<file path="src/rtl/uart_fifo_bridge_if.sv">
// Bus bundle for uart_fifo_bridge: 68k-side register port plus the uart register port.
// "slave" is the bridge's view; "master" is the environment (CPU decoder and uart).
interface uart_fifo_bridge_if;
  logic        cs;
  logic [7:0]  addr;
  logic        uds;
  logic        lds;
  logic        rw;
  logic [15:0] data_write;
  logic [15:0] data_read;
  logic        ack;
  logic        irq;

  logic [7:0]  u_addr;
  logic        u_uds;
  logic        u_lds;
  logic        u_rw;
  logic [15:0] u_data_write;
  logic [15:0] u_data_read;
  logic        u_ack;
  logic        u_tx_active;
  logic        u_rx_avail;
  logic        u_rx_avail_clear;

  modport slave (
    input  cs, addr, uds, lds, rw, data_write,
    output data_read, ack, irq,
    output u_addr, u_uds, u_lds, u_rw, u_data_write, u_rx_avail_clear,
    input  u_data_read, u_ack, u_tx_active, u_rx_avail
  );

  modport master (
    output cs, addr, uds, lds, rw, data_write,
    input  data_read, ack, irq,
    input  u_addr, u_uds, u_lds, u_rw, u_data_write, u_rx_avail_clear,
    output u_data_read, u_ack, u_tx_active, u_rx_avail
  );
endinterface

</file>
<file path="src/rtl/uart_fifo_bridge.sv">
// Buffered CPU<->uart bridge: RX/TX byte FIFOs plus a 3-clk ISSUE/ACK/GAP uart access engine.
// Optional feature macro UART_FIFO_OVERRUN_EN: discard bytes arriving while RX is full and flag ovr.
module uart_fifo_bridge #(
  parameter int DEPTH = 16,
  parameter int AW    = 4
) (
  input logic               clk,
  input logic               reset,
  uart_fifo_bridge_if.slave bus
);
  typedef enum logic [1:0] {S_IDLE, S_ISSUE, S_ACK, S_GAP} state_t;

  state_t        r_state;
  logic          r_op_rx;
  logic [7:0]    r_rx_mem [DEPTH];
  logic [7:0]    r_tx_mem [DEPTH];
  logic [AW-1:0] r_rx_wp, r_rx_rp, r_tx_wp, r_tx_rp;
  logic [AW:0]   r_rx_count, r_tx_count;
  logic          r_sel_q, r_ack, r_irq, r_ovr;
  logic [15:0]   r_data_read;
  logic [7:0]    r_u_addr;
  logic          r_u_uds, r_u_rw;
  logic [15:0]   r_u_data_write;
`ifdef UART_FIFO_OVERRUN_EN
  logic          r_u_rx_avail_clear;
`endif

  logic          w_sel, w_start, w_reg0, w_reg1;
  logic          w_rx_empty, w_rx_full, w_tx_empty, w_tx_full;
  logic          w_rx_push, w_rx_pop, w_tx_push, w_tx_pop, w_stat_rd, w_ovr_set;
  logic [AW:0]   w_rx_count_next, w_tx_count_next;
  logic [7:0]    w_rx_head, w_tx_head, w_status, w_rx_count8, w_tx_count8;
  logic          w_unused_bits;

  assign w_sel      = bus.cs & (bus.uds | bus.lds);
  assign w_start    = w_sel & ~r_sel_q;
  assign w_reg0     = (bus.addr[7:1] == 7'd0);
  assign w_reg1     = (bus.addr[7:1] == 7'd1);
  assign w_rx_empty = (r_rx_count == '0);
  assign w_tx_empty = (r_tx_count == '0);
  assign w_rx_full  = (r_rx_count == (AW+1)'(DEPTH));
  assign w_tx_full  = (r_tx_count == (AW+1)'(DEPTH));
  assign w_rx_head  = r_rx_mem[r_rx_rp];
  assign w_tx_head  = r_tx_mem[r_tx_rp];

  // CPU pops RX / pushes TX; the engine pushes RX / pops TX. Full/empty gate each side.
  assign w_rx_pop   = w_start & w_reg0 & bus.rw & bus.uds & ~w_rx_empty;
  assign w_tx_push  = w_start & w_reg0 & ~bus.rw & bus.uds & ~w_tx_full;
  assign w_rx_push  = (r_state == S_ACK) & r_op_rx & bus.u_ack & ~w_rx_full;
  assign w_tx_pop   = (r_state == S_ACK) & ~r_op_rx & bus.u_ack & ~w_tx_empty;
  assign w_stat_rd  = w_start & w_reg0 & bus.rw & bus.lds;

  assign w_rx_count_next = r_rx_count + (AW+1)'(w_rx_push) - (AW+1)'(w_rx_pop);
  assign w_tx_count_next = r_tx_count + (AW+1)'(w_tx_push) - (AW+1)'(w_tx_pop);
  assign w_rx_count8     = 8'(r_rx_count);
  assign w_tx_count8     = 8'(r_tx_count);
  assign w_status        = {4'b0, r_ovr, w_tx_empty & ~bus.u_tx_active, w_tx_full, ~w_rx_empty};

`ifdef UART_FIFO_OVERRUN_EN
  assign w_ovr_set = (r_state == S_IDLE) & bus.u_rx_avail & w_rx_full;
`else
  assign w_ovr_set = 1'b0;
`endif

  assign w_unused_bits = ^{bus.addr[0], bus.data_write[7:0], bus.u_data_read[7:0]};

  always_ff @(posedge clk) begin
    if (w_rx_push) r_rx_mem[r_rx_wp] <= bus.u_data_read[15:8];
    if (w_tx_push) r_tx_mem[r_tx_wp] <= bus.data_write[15:8];
  end

  always_ff @(posedge clk or posedge reset) begin
    if (reset) begin
      r_rx_wp    <= '0;
      r_rx_rp    <= '0;
      r_tx_wp    <= '0;
      r_tx_rp    <= '0;
      r_rx_count <= '0;
      r_tx_count <= '0;
      r_irq      <= 1'b0;
    end else begin
      if (w_rx_push) r_rx_wp <= r_rx_wp + AW'(1);
      if (w_rx_pop)  r_rx_rp <= r_rx_rp + AW'(1);
      if (w_tx_push) r_tx_wp <= r_tx_wp + AW'(1);
      if (w_tx_pop)  r_tx_rp <= r_tx_rp + AW'(1);
      r_rx_count <= w_rx_count_next;
      r_tx_count <= w_tx_count_next;
      r_irq      <= (w_rx_count_next != '0);
    end
  end

  // CPU side: side effects only on the select edge; ack and data_read hold until cs drops.
  always_ff @(posedge clk or posedge reset) begin
    if (reset) begin
      r_sel_q     <= 1'b0;
      r_ack       <= 1'b0;
      r_data_read <= '0;
      r_ovr       <= 1'b0;
    end else begin
      r_sel_q <= w_sel;
      if (!bus.cs)
        r_ack <= 1'b0;
      else if (w_start & (w_reg0 | w_reg1))
        r_ack <= 1'b1;
      if (w_start & bus.rw) begin
        if (w_reg0)
          r_data_read <= {(bus.uds & ~w_rx_empty) ? w_rx_head : 8'h00,
                          bus.lds ? w_status : 8'h00};
        else if (w_reg1)
          r_data_read <= {w_rx_count8, w_tx_count8};
      end
      if (w_ovr_set)
        r_ovr <= 1'b1;
      else if (w_stat_rd)
        r_ovr <= 1'b0;
    end
  end

  always_ff @(posedge clk or posedge reset) begin
    if (reset) begin
      r_state        <= S_IDLE;
      r_op_rx        <= 1'b0;
      r_u_addr       <= 8'h02;
      r_u_uds        <= 1'b0;
      r_u_rw         <= 1'b1;
      r_u_data_write <= '0;
`ifdef UART_FIFO_OVERRUN_EN
      r_u_rx_avail_clear <= 1'b0;
`endif
    end else begin
`ifdef UART_FIFO_OVERRUN_EN
      r_u_rx_avail_clear <= 1'b0;
`endif
      case (r_state)
        S_IDLE: begin
          if (bus.u_rx_avail & ~w_rx_full) begin
            r_op_rx  <= 1'b1;
            r_u_addr <= 8'h00;
            r_u_uds  <= 1'b1;
            r_u_rw   <= 1'b1;
            r_state  <= S_ISSUE;
          end
`ifdef UART_FIFO_OVERRUN_EN
          else if (w_ovr_set) begin
            r_u_rx_avail_clear <= 1'b1;
            r_state            <= S_GAP;
          end
`endif
          else if (~w_tx_empty & ~bus.u_tx_active) begin
            r_op_rx        <= 1'b0;
            r_u_addr       <= 8'h00;
            r_u_uds        <= 1'b1;
            r_u_rw         <= 1'b0;
            r_u_data_write <= {w_tx_head, 8'h00};
            r_state        <= S_ISSUE;
          end
        end
        S_ISSUE: begin
          r_u_addr       <= 8'h02;
          r_u_uds        <= 1'b0;
          r_u_rw         <= 1'b1;
          r_u_data_write <= '0;
          r_state        <= S_ACK;
        end
        S_ACK:   r_state <= S_GAP;
        S_GAP:   r_state <= S_IDLE;
        default: r_state <= S_IDLE;
      endcase
    end
  end

  assign bus.data_read    = r_data_read;
  assign bus.ack          = r_ack;
  assign bus.irq          = r_irq;
  assign bus.u_addr       = r_u_addr;
  assign bus.u_uds        = r_u_uds;
  assign bus.u_lds        = 1'b0;
  assign bus.u_rw         = r_u_rw;
  assign bus.u_data_write = r_u_data_write;
`ifdef UART_FIFO_OVERRUN_EN
  assign bus.u_rx_avail_clear = r_u_rx_avail_clear;
`else
  assign bus.u_rx_avail_clear = 1'b0;
`endif
endmodule

</file>
<file path="src/flat_wrapper.sv">
// flat-port wrapper written by rule: the top's interface ports become plain ports
module uart_fifo_bridge_flat 
#(
  parameter int DEPTH = 16,
  parameter int AW    = 4
)
  (clk, reset, bus_cs, bus_addr, bus_uds, bus_lds, bus_rw, bus_data_write, bus_data_read, bus_ack, bus_irq, bus_u_addr, bus_u_uds, bus_u_lds, bus_u_rw, bus_u_data_write, bus_u_rx_avail_clear, bus_u_data_read, bus_u_ack, bus_u_tx_active, bus_u_rx_avail);
  uart_fifo_bridge_if bus_i ();
  input logic clk;
  input logic reset;
  input wire logic [$bits(bus_i.cs)-1:0] bus_cs;
  input wire logic [$bits(bus_i.addr)-1:0] bus_addr;
  input wire logic [$bits(bus_i.uds)-1:0] bus_uds;
  input wire logic [$bits(bus_i.lds)-1:0] bus_lds;
  input wire logic [$bits(bus_i.rw)-1:0] bus_rw;
  input wire logic [$bits(bus_i.data_write)-1:0] bus_data_write;
  output wire logic [$bits(bus_i.data_read)-1:0] bus_data_read;
  output wire logic [$bits(bus_i.ack)-1:0] bus_ack;
  output wire logic [$bits(bus_i.irq)-1:0] bus_irq;
  output wire logic [$bits(bus_i.u_addr)-1:0] bus_u_addr;
  output wire logic [$bits(bus_i.u_uds)-1:0] bus_u_uds;
  output wire logic [$bits(bus_i.u_lds)-1:0] bus_u_lds;
  output wire logic [$bits(bus_i.u_rw)-1:0] bus_u_rw;
  output wire logic [$bits(bus_i.u_data_write)-1:0] bus_u_data_write;
  output wire logic [$bits(bus_i.u_rx_avail_clear)-1:0] bus_u_rx_avail_clear;
  input wire logic [$bits(bus_i.u_data_read)-1:0] bus_u_data_read;
  input wire logic [$bits(bus_i.u_ack)-1:0] bus_u_ack;
  input wire logic [$bits(bus_i.u_tx_active)-1:0] bus_u_tx_active;
  input wire logic [$bits(bus_i.u_rx_avail)-1:0] bus_u_rx_avail;
  assign bus_i.cs = bus_cs;
  assign bus_i.addr = bus_addr;
  assign bus_i.uds = bus_uds;
  assign bus_i.lds = bus_lds;
  assign bus_i.rw = bus_rw;
  assign bus_i.data_write = bus_data_write;
  assign bus_data_read = bus_i.data_read;
  assign bus_ack = bus_i.ack;
  assign bus_irq = bus_i.irq;
  assign bus_u_addr = bus_i.u_addr;
  assign bus_u_uds = bus_i.u_uds;
  assign bus_u_lds = bus_i.u_lds;
  assign bus_u_rw = bus_i.u_rw;
  assign bus_u_data_write = bus_i.u_data_write;
  assign bus_u_rx_avail_clear = bus_i.u_rx_avail_clear;
  assign bus_i.u_data_read = bus_u_data_read;
  assign bus_i.u_ack = bus_u_ack;
  assign bus_i.u_tx_active = bus_u_tx_active;
  assign bus_i.u_rx_avail = bus_u_rx_avail;
  uart_fifo_bridge #(.DEPTH(DEPTH), .AW(AW)) u_core (.clk(clk), .reset(reset), .bus(bus_i));
endmodule
</file>
<file path="config.mk">
export PLATFORM = sky130hd
export DESIGN_NAME = uart_fifo_bridge_flat
export DESIGN_NICKNAME = d
export VERILOG_FILES = /design/src/rtl/uart_fifo_bridge_if.sv /design/src/rtl/uart_fifo_bridge.sv /design/src/flat_wrapper.sv
export SDC_FILE = /design/constraint.sdc
export NUM_CORES = 1
export LEC_CHECK = 0
export ABC_AREA = 1
export CAP_MARGIN = 20
export CORE_MARGIN = 10
export CORE_UTILIZATION = 45
export DETAILED_ROUTE_END_ITERATION = 12
export GPL_TIMING_DRIVEN = 1
export PLACE_DENSITY = 0.76
export SLEW_MARGIN = 20
export SYNTH_ARGS = -nofsm -noshare
export SYNTH_HDL_FRONTEND = slang
export SYNTH_SLANG_ARGS = --single-unit
</file>
<file path="constraint.sdc">
create_clock -name clk -period 2.4 [get_ports clk]
set_input_delay 0.48 -clock clk [delete_from_list [all_inputs] [get_ports clk]]
set_output_delay 0.48 -clock clk [all_outputs]
set_load 0.05 [all_outputs]
</file>
# == Word level (Yosys, flattened, before mapping) ==
# Memory sizes are Yosys's and may differ from the RTL's.
# Cells that the tools add are included.
# totals
regBits,74
latch_bits,0
ram_bits,256
romBits,0
inputBits,49
out_inout_bits,46
wordCells,104
memories,2
# memory_table
name,words,width,read_ports,rd_ports_with_merged_regs,wr,line,text
u_core.r_rx_mem,16,8,1,0,1,uart_fifo_bridge.sv:15,logic [7:0] r_rx_mem [DEPTH];
u_core.r_tx_mem,16,8,1,0,1,uart_fifo_bridge.sv:16,logic [7:0] r_tx_mem [DEPTH];
# op_classes
addsub,8
n_mul,0
div_mod_pow,0
n_lt_le_gt_ge,0
n_eq_ne,10
n_shift,0
muxes,25
bitwise_logic,31
reduce_logical,12
# op_table
op,count
$mux 16,4
$pmux 16 s2,1
$mux 8,3
$and 1x1->1,21
$add 4x1->4 const B,4
$pmux 8 s2,1
$add 5x1->5,2
$eq 5x5->1 const B,2
$logic_not 5->1,2
$mux 1,10
$sub 5x1->5,2
$not 1->1,8
$pmux 2 s4,1
$eq 7x1->1 const B,1
$logic_not 7->1,1
$reduce_and 2->1,3
$reduce_bool 2->1,3
$reduce_bool 5->1,1
$eq 2x2->1 const B,2
$mux 2,2
$ne 2x1->1 const B,2
$pmux 1 s2,2
$mux 3,1
$ne 3x1->1 const B,1
other kinds (5),6

# == Longest topological paths before layout ==
# Gate-level depths: netlist (run 1).
# logic_depth
depth_word,9
depth_mapped,15
ltp_nobuf,15

# == Least setup slack after synthesis (run 1) ==
# Ideal clock, no wire load.
# synth_timing
kind,register to register
from,register u_core.r_rx_count[3]
to,"register u_core.r_irq, in the netlist u_core.bus.irq"
setup_time_ns,0.131
t_arrival_ns,2.448
t_required_ns,2.269
setup_slack_ns,-0.179
path_stages_with_launch,16
path_buffers,0
period_less_slack_ns,2.579
path_cell_list,dfrtp_1 inv_1 ha_1 nand4_1 nand2_1 inv_1 nand2_1 nor2_8 ha_1 inv_1 ha_1 fa_1 a21oi_1 o21bai_1 xor2_1 nand3_1
# synth_via
word_cells_on_any_way,9
cone_classes,add/sub (2); eq/ne (1); bitwise (4); reduce/logical (2)
# synth_lines
item,line,text
start: declaration,uart_fifo_bridge.sv:18,"logic [AW:0] r_rx_count, r_tx_count;"
start signal: assignment,uart_fifo_bridge.sv:86,r_rx_count <= w_rx_count_next;
$logic_not 5->1,uart_fifo_bridge.sv:39,assign w_rx_empty = (r_rx_count == '0);
$not 1->1,uart_fifo_bridge.sv:47,assign w_rx_pop = w_start & w_reg0 & bus.rw & bus.uds & ~w_rx_empty;
$and 1x1->1,uart_fifo_bridge.sv:47,
via u_core.w_rx_pop,uart_fifo_bridge.sv:30,"logic w_rx_push, w_rx_pop, w_tx_push, w_tx_pop, w_stat_rd, w_ovr_set;"
$sub 5x1->5,uart_fifo_bridge.sv:53,assign w_rx_count_next = r_rx_count + (AW+1)'(w_rx_push) - (AW+1)'(w_rx_pop);
$reduce_bool 5->1,uart_fifo_bridge.sv:88,r_irq <= (w_rx_count_next != '0);
end signal: assignment,uart_fifo_bridge.sv:88,
end: declaration,uart_fifo_bridge.sv:19,"logic r_sel_q, r_ack, r_irq, r_ovr;"
# The timed path passes the listed nets, and every way through them passes these cells.
# A chain may end at the register's enable or synchronous reset.

# == Final worst setup path (run 1) ==
# layout_timing
from,register u_core.r_rx_count[2]
to,"register u_core.r_irq, in the netlist u_core.bus.irq"
# Same word-level chain as after synthesis.

==> reports/metrics.yaml, run 1 <==
grt_usage_pct: 15.8
grt_overflow: 0
fillers: 2364
relSlewSlack_pct: 50.4
setup_ws_ns: -0.0781
powerDensity_nw_per_um2: 978
p_leak_uw: 0.00649
grt_max_degree: 69
critical_path.startpoint_type: "flop"
period_needed_ns: 2.48
first_global_vias: 9031
seq_power_share_pct: 41.2
root_buffer: "clkbuf_16"
wirelength_mm: 30.6
synth_edf_count: 256
cts_max_path_buffers: 3
clk-insertion-delay-late_ns: 0.52
cp-end-kind: "flop"
num_vias: 9170
dp_hpwl_mm: 19.8
dieArea_um2: 37300
drive_gt1_share_pct: 15.0
placed_area_um2: 15100
avgSynthCellArea_um2: 11.1
mostFrequentLayoutCell: "nand2_1"
synth_area_um2: 13500
r2r_slack_ns: -0.08
via_per_inst: 5.16
route.detailed.drc: 0
cts_tree: "done"
synth_top_cell_area_share_pct: 56.9
ctsHtreeMaxLevel: 2
swShare_pct: 32.5
crit_type: "flop to flop"
utilization_pct: 55.0
worst-path-max-fanout: 2
synth_cell_types: 38
power.total_uw: 16000
hp-class: "input port to async pin"
cts.clk_slew.worst_paths_ns: 0.06
placementRows: 63
wl_per_cell_um: 17.2
async_flop_share_pct: 17.9
maxCapViolations: 0
first_iter_violations: 866
max_freq_mhz: 404
syn_inst: 1211
postLayoutCellArea_um2: 16300
antenna_found_initial: 0
ant_nets: 0
synth_flop_cell: "edfxtp_1"
switchingPower_uw: 5180
core_um2: 29600
dieHeight_um: 193
synth_seq_area_share_pct: 67.3
power_frac_clock_pct: 30.6
yosys-top-cells-area: "edfxtp_1 (57%), dfrtp_1 (10%), nand2_1 (7.3%)"
synth.yosys.warnings: 0
failed_checks: "negative setup slack"
syn2layout_area_growth_pct: 20.8
slew_viol_final: 0
cell_internal_pwr_uw: 10800
io_buffers: 57
yosysTopAreaCell: "edfxtp_1"
n_antenna_cell: 0
synth-seq-cells: 312
worst_slew_pin_slew_ns: 0.742
nets: 1440
arrival_ns: 2.87
num_io_pins: 95
grt_pass1_wl_mm: 48.2
fin_crit_sh_pct: 103
start_util_pct: 45.6
chipWidth_um: 193
clock_sinks: 312
combPwrFrac_pct: 28.2
setup_viol: 2
status: "finished, violations left"
hold_violations: 0
place_congestion: 0.865
cp.required_ns: 2.79
cts_inserted_buffers: 34
skew_ns: 0.0320
grt_setup_unrepaired: "yes"
mostFrequentLayoutCells: "nand2_1 (261), edfxtp_1 (256), inv_1 (116)"
firstDrtPassIters: 5
fin_setup_tns_ns: -0.0993
ir_drop_uv: 670
==> timing repair <==
action,CTS,global route
gates resized for setup,11,14
hold buffers,0,0
setup buffers,11,6
setup endpoints to repair,3,6
pin swaps,12,11
==> registers in the layout (all words and copies together), names as in the netlist, 2 cells and up <==
| signal | flops |
|---|---|
| u_core.r_rx_mem | 128 |
| u_core.r_tx_mem | 128 |
| u_core.bus.data_read | 13 |
| u_core.bus.u_data_write | 8 |
| u_core.r_rx_count | 5 |
| u_core.r_tx_count | 5 |
| u_core.r_rx_rp | 4 |
| u_core.r_rx_wp | 4 |
| u_core.r_tx_rp | 4 |
| u_core.r_tx_wp | 4 |
| u_core.r_state | 2 |
==> layout make-up <==
class / instances / area [um2] / share of cell area (%)
multi-input cells: 716 / 3730 / 22.8
clock buffers: 41 / 877 / 5.38
repair buffers: 166 / 1450 / 8.91
clock inverters: 18 / 156 / 0.959
well taps: 390 / 488 / 2.99
flip-flops and latches: 312 / 9100 / 55.8
inverters: 134 / 518 / 3.17
==> stage by stage <==
step / cells / hold slack (ns) / setup slack [ns]
final: 1777 / 0.295 / -0.0781
after global routing: 1777 / 0.324 / -0.201
after CTS: 1771 / 0.291 / -0.125
after detailed placement: 1701 / 0.469 / -0.644
after global placement: 1701 / 0.463 / -0.595
after floorplan: 1230 / 0.465 / -0.0307
==> Yosys cell counts (6+ instances only) <==
| cell type | count |
|---|---|
| clkbuf_1 | 15 |
| o211ai_1 | 56 |
| ha_1 | 25 |
| o21ai_0 | 63 |
| nand4_1 | 6 |
| dfrtp_1 | 54 |
| buf_2 | 28 |
| xor2_1 | 16 |
| buf_4 | 23 |
| a21oi_1 | 44 |
| nand2_1 | 263 |
| edfxtp_1 | 256 |
| inv_1 | 128 |
| nor2_1 | 108 |
| nand3_1 | 89 |
==> routing by layer <==
layer | share of wire [%] | wire length, um | vias to the layer above | GRT usage [%]
li1 | - | - | 4379 | -
met2 | 50 | 15300 | 363 | 27.1
met3 | 7.5 | 2300 | 60 | 2.87
met5 | 0 | 0 | - | 0
met4 | 2.5 | 770 | 0 | 5.06
met1 | 40 | 12200 | 4368 | 19.6
==> power groups by stage <==
stage / combinational [uW] / clock, uW / sequential (uW)
global placement: 4090 / 0 / 6640
floorplan: 2510 / 0 / 6890
detailed placement: 4220 / 0 / 6660
global route: 4940 / 5160 / 6610
CTS: 4350 / 4950 / 6550
finish: 4510 / 4880 / 6570
==> worst paths after layout <==
kind                                      start                  endpoint  cells after the start
max                        u_core.r_rx_count[2]            u_core.bus.irq                     15
min                                       reset  u_core.bus.data_read[11]                      2
max reg2reg                u_core.r_rx_count[2]            u_core.bus.irq                     15
min reg2reg                      u_core.bus.ack            u_core.bus.ack                      2
max in group asynchronous                 reset           u_core.bus.u_rw                      3
min in group clk                         bus_cs            u_core.bus.ack                      4
==> cell families after synthesis <==
logic type | count (synthesis) | share of synthesized area (%)
flip-flops | 312 | 67.3
other | 1 | 0.0278
adder cells (fa/ha/maj) | 27 | 2.61
buffers and inverters | 202 | 6.53
AND/OR/NAND/NOR | 482 | 14.9
AO/OA/AOI/OAI | 169 | 7.41
XOR/XNOR | 18 | 1.17
==> worst max-delay path, cell delays in order (launching register included) <==
cell and delay [ns]:
dfrtp_1 0.40, inv_2 0.09, ha_4 0.12, nand4_1 0.12, nand2_2 0.11, inv_2 0.06, nand2_4 0.08, nor2_8 0.05
ha_4 0.25, inv_2 0.04, ha_4 0.15, fa_2 0.35, a21oi_2 0.14, o21bai_1 0.08, xor2_1 0.20, nand3_1 0.10
Power figures use the tool's default switching activity.
==> run 2, diff against run 1 <==
- CORE_UTILIZATION: 45 -> 53
- CTS_CLUSTER_SIZE: unset -> 30
- PLACE_DENSITY: 0.76 -> 0.86
==> run 2 against run 1 <==
Net effect: the run still ends with negative setup slack left; combinational power rose by 4%; first-iteration DRC count grew 37%; via count rose by 3.8%; final area shrank 0.12%; register-to-register slack worse by 0.099 ns; cell count is 2.3% lower; sequential share of layout area increased by 0.068 points; largest cell class unchanged; sequential power is 0.8% higher; sequential cell count unchanged; critical endpoint unchanged; critical path type unchanged; worst hold slack lost 0.089 ns; routed wire length increased by 7.1%; largest power group unchanged.
==> reports/metrics.yaml, run 2 (synthesized netlist as in run 1, its figures left out) <==
via_per_inst: 5.48  # +6.2%
worst-path-max-fanout: 2  # unchanged
ctsHtreeMaxLevel: 1  # -1
gr-usage-met3_pct: 2.93  # +0.062 points
maxCapViolations: 0  # unchanged
place_inst: 1643  # -3.4%
worst_slew_pin_slew_ns: 0.780  # +0.0379 ns
first_global_vias: 9740  # +7.9%
relSlewSlack_pct: 47.8  # -2.5 points
pre_cts_slack_ns: -0.708  # -0.0644 ns
mostFrequentLayoutCell: "nand2_1"
max_freq_mhz: 388  # -3.8%
gr-max-usage-layer: "met2"
place_congestion: 0.842  # -2.6%
io_buffers: 57  # unchanged
reg2reg_to: "u_core.bus.irq"
critical_path.startpoint_type: "flop"
dieArea_um2: 32300  # -14%
num_io_pins: 95  # unchanged
failed_checks: "negative setup slack"
slew_viol_final: 0  # unchanged
skew_ns: 0.0353  # +0.00332 ns
hp-class: "input port to async pin"
status: "finished, violations left"
antenna_found_initial: 0  # unchanged
powerDensity_nw_per_um2: 964  # -1.4%
r2r_slack_ns: -0.18  # -0.10 ns
root_buffer: "clkbuf_16"
setup_ws_ns: -0.177  # -0.0988 ns
use_met2_pct: 34.4  # +7.3 points
cts_tree: "done"
syn2layout_area_growth_pct: 20.7
grt_pass1_wl_mm: 51.6  # +7.0%
arrival_ns: 3.03  # +0.16 ns
nets: 1459  # +1.3%
placed_area_um2: 15000  # -0.56%
cts.clk_slew.worst_paths_ns: 0.07  # about the same
setup_viol: 3  # +1
route.detailed.drc: 0  # unchanged
stdcell_count: 1737  # -2.3%
path_cells: "inv_2, ha_4, nand4_1, nand2_1, inv_2, nand2_4, nor2_8, ha_4, inv_2, ha_4, fa_2, a21oi_2, o21bai_1, xor2_1, nand3_1"
grt_max_degree: 48  # -30%
grt_usage_pct: 19.5  # +3.7 points
chipWidth_um: 180  # -7.0%
fin_crit_sh_pct: 107  # +4.1 points
num_vias: 9522  # +3.8%
placementRows: 58  # -7.9%
max_stage_delay_ns: 0.40  # about the same
start_util_pct: 53.8  # +8.2 points
cts_inserted_buffers: 31  # -8.8%
p_leak_uw: 0.00652  # +0.44%
ant_nets: 0  # unchanged
grt_overflow: 0  # unchanged
grt_util_met1_pct: 24.0  # +4.4 points
critPathBufInv: 3  # unchanged
grt_setup_unrepaired: "yes"
reg2reg_depth: 15  # unchanged
first_iter_violations: 1184  # +37%
fillers: 1720  # -27%
mostFrequentLayoutCells: "nand2_1 (261), edfxtp_1 (256), buf_4 (127)"
clk-insertion-delay-late_ns: 0.58  # +0.06 ns
cp.required_ns: 2.85  # +0.06 ns
holdBufCountCts: 0  # unchanged
wirelength_mm: 32.8  # +7.1%
power.total_uw: 15700  # -1.5%
clock_sinks: 312  # unchanged
critical_path.slowest_cell: "dfrtp_1"
cts_max_path_buffers: 3  # unchanged
crit_type: "flop to flop"
postLayoutCellArea_um2: 16300  # -0.12%
period_needed_ns: 2.58  # +0.0988 ns
firstDrtPassIters: 5  # unchanged
cp_top_family: "adder cells"
dp_hpwl_mm: 20.9  # +5.8%
n_antenna_cell: 0  # unchanged
core_um2: 25100  # -15%
drive_gt1_share_pct: 16.5  # +1.5 points
timing.rr.start: "u_core.r_rx_count[2]"
ir_drop_uv: 885  # +32%
dieHeight_um: 180  # -7.0%
wl_per_cell_um: 18.9  # +9.5%
cp-end-kind: "flop"
hold_violations: 0  # unchanged
## run 2: changes by cell type in the layout (fill, tap and decap cells not counted), sizes merged
cell           change
clkbuf             +5
clkdlybuf4s50      -1
bufinv             -2
clkinv             -5
buf               +22
dlygate4sd2        +1
## run 2: worst max path at each step
stage	start	end	depth (start not counted)
after global placement	bus_addr[6]	u_core.bus.irq	16
after floorplan	bus_cs	u_core.bus.irq	14
after detailed placement	bus_addr[6]	u_core.bus.irq	16
after global routing	u_core.r_rx_count[2]	u_core.bus.irq	15
final	u_core.r_rx_count[2]	u_core.bus.irq	15
after CTS	u_core.r_rx_count[3]	u_core.bus.irq	15
## run 2: per-stage QoR
step / setup TNS [ns] / utilization, % / hold slack (ns)
floorplan: -0.0307 / - / 0.465
global placement: -25.21 / 59.7 / 0.462
detailed placement: -31.91 / 59.7 / 0.469
CTS: -0.737 / 64.6 / 0.206
global route: -0.631 / 64.9 / 0.225
finish: -0.328 / 64.9 / 0.206
## run 2: repair_timing
| action | in CTS | in global routing |
|---|---|---|
| buffers inserted | 36 | 9 |
| gates resized for setup | 19 | 18 |
| endpoints found under the setup margin | 6 | 10 |
| pin swaps | 16 | 17 |
## run 2: area by class of cell
type | count | area (um2) | area share [%]
Tap cell | 330 | 413 | 2.53
Timing Repair Buffer | 188 | 1590 | 9.77
Multi-Input combinational cell | 716 | 3750 | 23.0
Inverter | 134 | 518 | 3.18
Sequential cell | 312 | 9100 | 55.8
Clock buffer | 46 | 852 | 5.23
Clock inverter | 11 | 73.8 | 0.453
## run 2: report_power, final
part | internal [uW] | switching (uW) | leakage (uW) | total, uW
logic | 1730 | 2930 | 0.00308 | 4670
registers | 6240 | 383 | 0.00298 | 6620
clock network | 2460 | 1960 | 0.000455 | 4430
total | 10400 | 5280 | 0.00652 | 15700
## run 2: routing by layer
metal | vias up | share of wire, % | routed length, um
met3 | 74 | 8.1 | 2660
met1 | 4557 | 38 | 12300
li1 | 4415 | - | -
met5 | - | 0 | 0
met4 | 0 | 2.8 | 933
met2 | 476 | 51 | 16800
==> run 3, diff against run 2 <==
- PLACE_DENSITY: 0.86 -> unset
- PLACE_DENSITY_LB_ADDON: unset -> 0.1
==> run 3 against run 2 <==
Net effect: the flow still finishes with violations (negative setup slack); largest power group unchanged; largest cell class unchanged; first-iteration DRC count is 47% lower; clock power increased by 29%; routed wire length is 8.4% lower; total power increased by 6.7%.
==> reports/metrics.yaml, run 3 (synthesized netlist as in run 1, its figures left out) <==
route.detailed.drc: 0  # unchanged
worst-path-max-fanout: 2  # unchanged
grt_max_degree: 69  # +44%
startpoint: "bus_cs"
antenna_found_initial: 0  # unchanged
powerDensity_nw_per_um2: 1010  # +4.7%
holdBufCountCts: 0  # unchanged
setup_ws_ns: -0.00773  # +0.169 ns
max_freq_mhz: 415  # +7.0%
worst_slew_pin_slew_ns: 0.715  # -0.0644 ns
setup_viol: 1  # -2
cp-end-kind: "flop"
skew_ns: 0.0125  # -0.0228 ns
cts_inserted_buffers: 34  # +9.7%
grt_setup_unrepaired: "yes"
drive_gt1_share_pct: 16.6  # +0.095 points
n_antenna_cell: 0  # unchanged
cts.clk_slew.worst_paths_ns: 0.06  # about the same
wl_per_cell_um: 17.2  # -8.6%
nets: 1461  # +0.14%
cp.required_ns: 2.78  # -0.07 ns
root_buffer: "clkbuf_16"
power.total_uw: 16800  # +6.7%
wirelength_mm: 30.0  # -8.4%
relSlewSlack_pct: 52.2  # +4.3 points
cts_tree: "done"
stdcell_count: 1741  # +0.23%
first_global_vias: 9017  # -7.4%
arrival_ns: 2.79  # -0.24 ns
num_vias: 8988  # -5.6%
fin_crit_sh_pct: 100  # -7.0 points
ant_nets: 0  # unchanged
status: "finished, violations left"
maxCapViolations: 0  # unchanged
dp_hpwl_mm: 20.1  # -4.2%
dieHeight_um: 180  # unchanged
pre_cts_slack_ns: -0.616  # +0.0916 ns
mostFrequentLayoutCells: "nand2_1 (262), edfxtp_1 (256), buf_4 (123)"
hold_violations: 0  # unchanged
num_io_pins: 95  # unchanged
period_needed_ns: 2.41  # -0.169 ns
fillers: 1931  # +12%
ctsHtreeMaxLevel: 2  # +1
place_congestion: 0.829  # -1.5%
start_util_pct: 53.8  # unchanged
critical_path.startpoint_type: "input port"
slew_viol_final: 0  # unchanged
cts_max_path_buffers: 3  # unchanged
first_iter_violations: 629  # -47%
place_inst: 1655  # +0.73%
grt_pass1_wl_mm: 47.7  # -7.5%
fin_setup_tns_ns: -0.00773  # +0.320 ns
failed_checks: "negative setup slack"
ir_drop_uv: 810  # -8.5%
clock_sinks: 312  # unchanged
timing.rr.start: "u_core.r_rx_count[3]"
io_buffers: 57  # unchanged
syn2layout_area_growth_pct: 23.0
utilization_pct: 66.2  # +1.3 points
hp-class: "input port to async pin"
crit_type: "input port to flop"
dieArea_um2: 32300  # unchanged
mostFrequentLayoutCell: "nand2_1"
core_um2: 25100  # unchanged
grt_usage_pct: 18.2  # -1.3 points
chipWidth_um: 180  # unchanged
clk-insertion-delay-late_ns: 0.51  # -0.07 ns
p_leak_uw: 0.00671  # +2.8%
grt_overflow: 0  # unchanged
placementRows: 58  # unchanged
via_per_inst: 5.16  # -5.8%
firstDrtPassIters: 6  # +1
run 3: layout make-up:
class	instances	area [um2]	share of cell area, %
Sequential cell	312	9100	54.8
Inverter	134	518	3.12
Multi-Input combinational cell	716	3710	22.3
Clock inverter	19	295	1.78
Timing Repair Buffer	187	1630	9.78
Tap cell	330	413	2.49
Clock buffer	43	958	5.77
run 3: worst max-delay path: stages:
cell	delay, ns
clkdlybuf4s50_1	0.48
buf_6	0.13
inv_12	0.03
nor3_4	0.11
inv_1	0.07
nor2_2	0.11
nand2_2	0.11
nor2_8	0.11
ha_4	0.13
inv_2	0.03
ha_4	0.15
fa_2	0.34
a21oi_2	0.12
o21bai_1	0.08
xor2_1	0.19
nand3_1	0.09
run 3: report_power, final:
part	internal, uW	total, uW	switching [uW]
sequential	6240	6580	341
combinational	1720	4460	2740
clock	3690	5730	2040
total	11700	16800	5120
run 3: what timing repair did:
item | CTS | global route
gates resized for setup | 11 | 11
endpoints found under the setup margin | 3 | 5
setup buffers | 16 | 9
pin swaps | 12 | 9
run 3: worst paths after layout:
kind                                       endpoint  slack (ns)  depth (start not counted)
setup / recovery                     u_core.bus.irq      -0.008                         16
hold / removal                    u_core.r_state[0]        0.34                          3
setup reg to reg                     u_core.bus.irq      -0.008                         15
hold reg to reg            u_core.bus.data_read[15]        0.48                          2
max in group asynchronous         u_core.r_tx_rp[0]        1.76                          3
min in group clk           u_core.bus.data_read[15]        0.48                          2
run 3: per-layer routing:
layer	wire (um)	GRT usage, %	vias up
met2	15400	32.4	198
met4	777	6.15	0
met3	1170	2.97	53
met5	0	0	-
li1	-	-	4421
met1	12700	22.0	4316
run 3: stage by stage:
stage	cell area, um2	hold WS (ns)
2_1_floorplan	13600	0.465
3_3_place_gp	15100	0.467
3_5_place_dp	15100	0.469
4_1_cts	16500	0.351
5_1_grt	16600	0.395
6_report	16600	0.341
==> patch, RTL diff (config.mk and constraints of run 1) <==
Add a define of `UART_FIFO_OVERRUN_EN`.
--- a/src/rtl/uart_fifo_bridge.sv
+++ b/src/rtl/uart_fifo_bridge.sv
@@ -2,2 +2,4 @@
 // Optional feature macro UART_FIFO_OVERRUN_EN: discard bytes arriving while RX is full and flag ovr.
+`define UART_FIFO_OVERRUN_EN
+
 module uart_fifo_bridge #(
Formal check against the unedited RTL: no difference found for any inputs over 4 cycles, from zero or initial values and one cycle with reset high; that may be too few to reach the edited logic, so the function may still have changed.
==> patch against run 1 <==
- the run still ends with negative setup slack left
- count of clock-buffer cells in the layout rose by 3
- synthesized cell count did not move
- clock power fell by 13%
- wire length grew 0.81%
- design area decreased by 2.0%
- total power shrank 6.7%
- worst setup slack worse by 0.0031 ns
- final cell count is 0.96% lower
- sequential cell count increased by 2
- first-iteration DRC count down 18%
- via count shrank 0.55%
- area after synthesis increased by 0.33%
- sequential share of layout area up 1.5 points
- combinational power decreased by 12%
- critical path type is now in2reg
- critical endpoint unchanged
- highest routed layer unchanged
==> patch: results (changes against run 1) <==
* Synth warn at 0 (unchanged)
* First-pass GRT wire length at 49000 um (was 48200 um)
* Final GP Congestion at 0.842 (was 0.865)
* Post-place setup slack at -0.749 ns (was -0.644 ns)
* Failing checks: negative setup slack (unchanged)
* Worst Setup Slack, final at -0.0813 ns (was -0.0781 ns)
* CP max FO at 2 (unchanged)
* Post-synthesis cell type count at 32 (was 38)
* Initial DRC Count at 709 (was 866)
* Synth area leaders: edfxtp_1 57%, dfrtp_1 10%, nand2_1 6.8% (was edfxtp_1 57%, dfrtp_1 10%, nand2_1 7.3%)
* Synth cell count leaders: 256 x edfxtp_1, 246 x nand2_1, 116 x inv_1, 114 x nor2_1, 100 x nand3_1 (was 263 x nand2_1, 256 x edfxtp_1, 128 x inv_1, 108 x nor2_1, 89 x nand3_1)
* Later-pin clock latency in the skew report at 0.55 ns (was 0.52 ns)
* DRT Pass-1 Iters at 7 (was 5)
* H-tree Lvls at 1 (was 2)
* Skew final at 0.0144 ns (was 0.0320 ns)
* Worst Max-Slew Pin Slew at 0.765 ns (was 0.742 ns)
* Worst-case reg-to-reg path depth at 14 (was 15)
* Cell leakage power at 0.00635 uW (was 0.00649 uW)
* Outcome: finished, violations left (unchanged)
* Net Sw Power at 4790 uW (was 5180 uW)
* Clock buffer count from CTS at 29 (was 34)
* DPL Wire Length at 20200 um (was 19800 um)
* Final nets at 1424 (was 1440)
* Synth Flop Type: edfxtp_1 (unchanged)
* Critical Path AT at 2.97 ns (was 2.87 ns)
* Vias in the first global route at 9111 (was 9031)
* All-layer global routing usage at 15.9% (was 15.8%)
* VDD IR max at 0.000633 V (was 0.000670 V)
* Number of buffers added on ports at 58 (was 57)
* Clk buf depth at 3 (unchanged)
* Asr flop ratio synth at 18.5% (was 17.9%)
* Initial antenna violation count at 0 (unchanged)
* Sequential fraction of the synthesis area at 67.5% (was 67.3%)
* Wire per inst at 17.5 um (was 17.2 um)
* Final Setup Violations at 2 (unchanged)
* Via count at 9120 (was 9170)
* Clock transition at path regs at around 0.07 ns
* Post-synth EDFFs at 256 (unchanged)
* Share of layout cells above drive strength 1 at 13.1% (was 15.0%)
* Largest net degree at the start of global routing at 65 (was 69)
-- patch: layer usage --
layer / GRT usage (%) / share of wire [%] / vias up
li1: - / - / 4350
met1: 19.7 / 40 / 4384
met5: 0 / 0 / -
met4: 4.49 / 2.8 / 0
met2: 28.0 / 51 / 318
met3: 2.47 / 6.3 / 68
-- patch: path summary, 6_finish.rpt --
kind / startpoint / end / slack [ns]
max: bus_uds / u_core.bus.irq / -0.08
min: reset / u_core.bus.u_data_write[8] / 0.30
max reg2reg: u_core.r_rx_count[2] / u_core.bus.irq / -0.07
min reg2reg: u_core.bus.u_rw / u_core.bus.u_rw / 0.47
max in group asynchronous: reset / u_core.bus.u_addr[1] / 1.47
min in group clk: bus_cs / u_core.bus.ack / 0.31
-- patch: cell type report --
class                      instances  area [um2]
multi-input combinational        720        3670
sequential                       314        9150
clock buffer                      44         792
clock inverter                     9        67.6
timing repair buffer             155        1340
tap                              390         488
inverter                         128         483
fill                            2486       13700
-- patch: critical path: stages --
cell and delay, ns:
clkdlybuf4s50_1 0.50, nor2_2 0.07, nor3_4 0.14, nand2_2 0.10, nor2_4 0.12, inv_4 0.05
nor3_4 0.15, ha_1 0.17, inv_1 0.04, ha_2 0.17, fa_2 0.35, a21oi_2 0.12
nor2_1 0.04, nor2_1 0.12, xor2_1 0.20, nand3b_1 0.14
-- patch: cells by family after synthesis --
family	after synthesis	share of synthesized area [%]
other cells	1	0.0277
simple gates	489	15.4
buf+inv	195	6.40
flops	314	67.5
fa+ha+maj	27	2.60
xor+xnor	19	1.23
compound gates	166	6.91
-- patch: power by group through the flow --
stage | registers [uW] | clock network (uW) | logic (uW)
finish | 6660 | 4240 | 3980
global route | 6710 | 4540 | 4400
CTS | 6650 | 4310 | 3890
detailed placement | 6760 | 0 | 3830
global placement | 6750 | 0 | 3690
floorplan | 6890 | 0 | 2440
-- patch: through the flow --
step | area, um2 | power (uW) | hold WS, ns | instances | setup TNS (ns)
finish | 16000 | 14900 | 0.304 | 1760 | -0.151
global route | 16000 | 15700 | 0.336 | 1760 | -0.381
CTS | 15900 | 14900 | 0.305 | 1754 | -0.0542
detailed placement | 15000 | 10600 | 0.463 | 1697 | -27.28
global placement | 15000 | 10400 | 0.457 | 1697 | -20.62
floorplan | 13600 | 9330 | 0.465 | 1229 | -0.238
-- patch: what timing repair did --
action                                  CTS  global route
endpoints found under the setup margin    2             4
pin swaps                                 9             6
hold buffers                              0             0
setup buffers                             4             6
resized for setup                        13             6
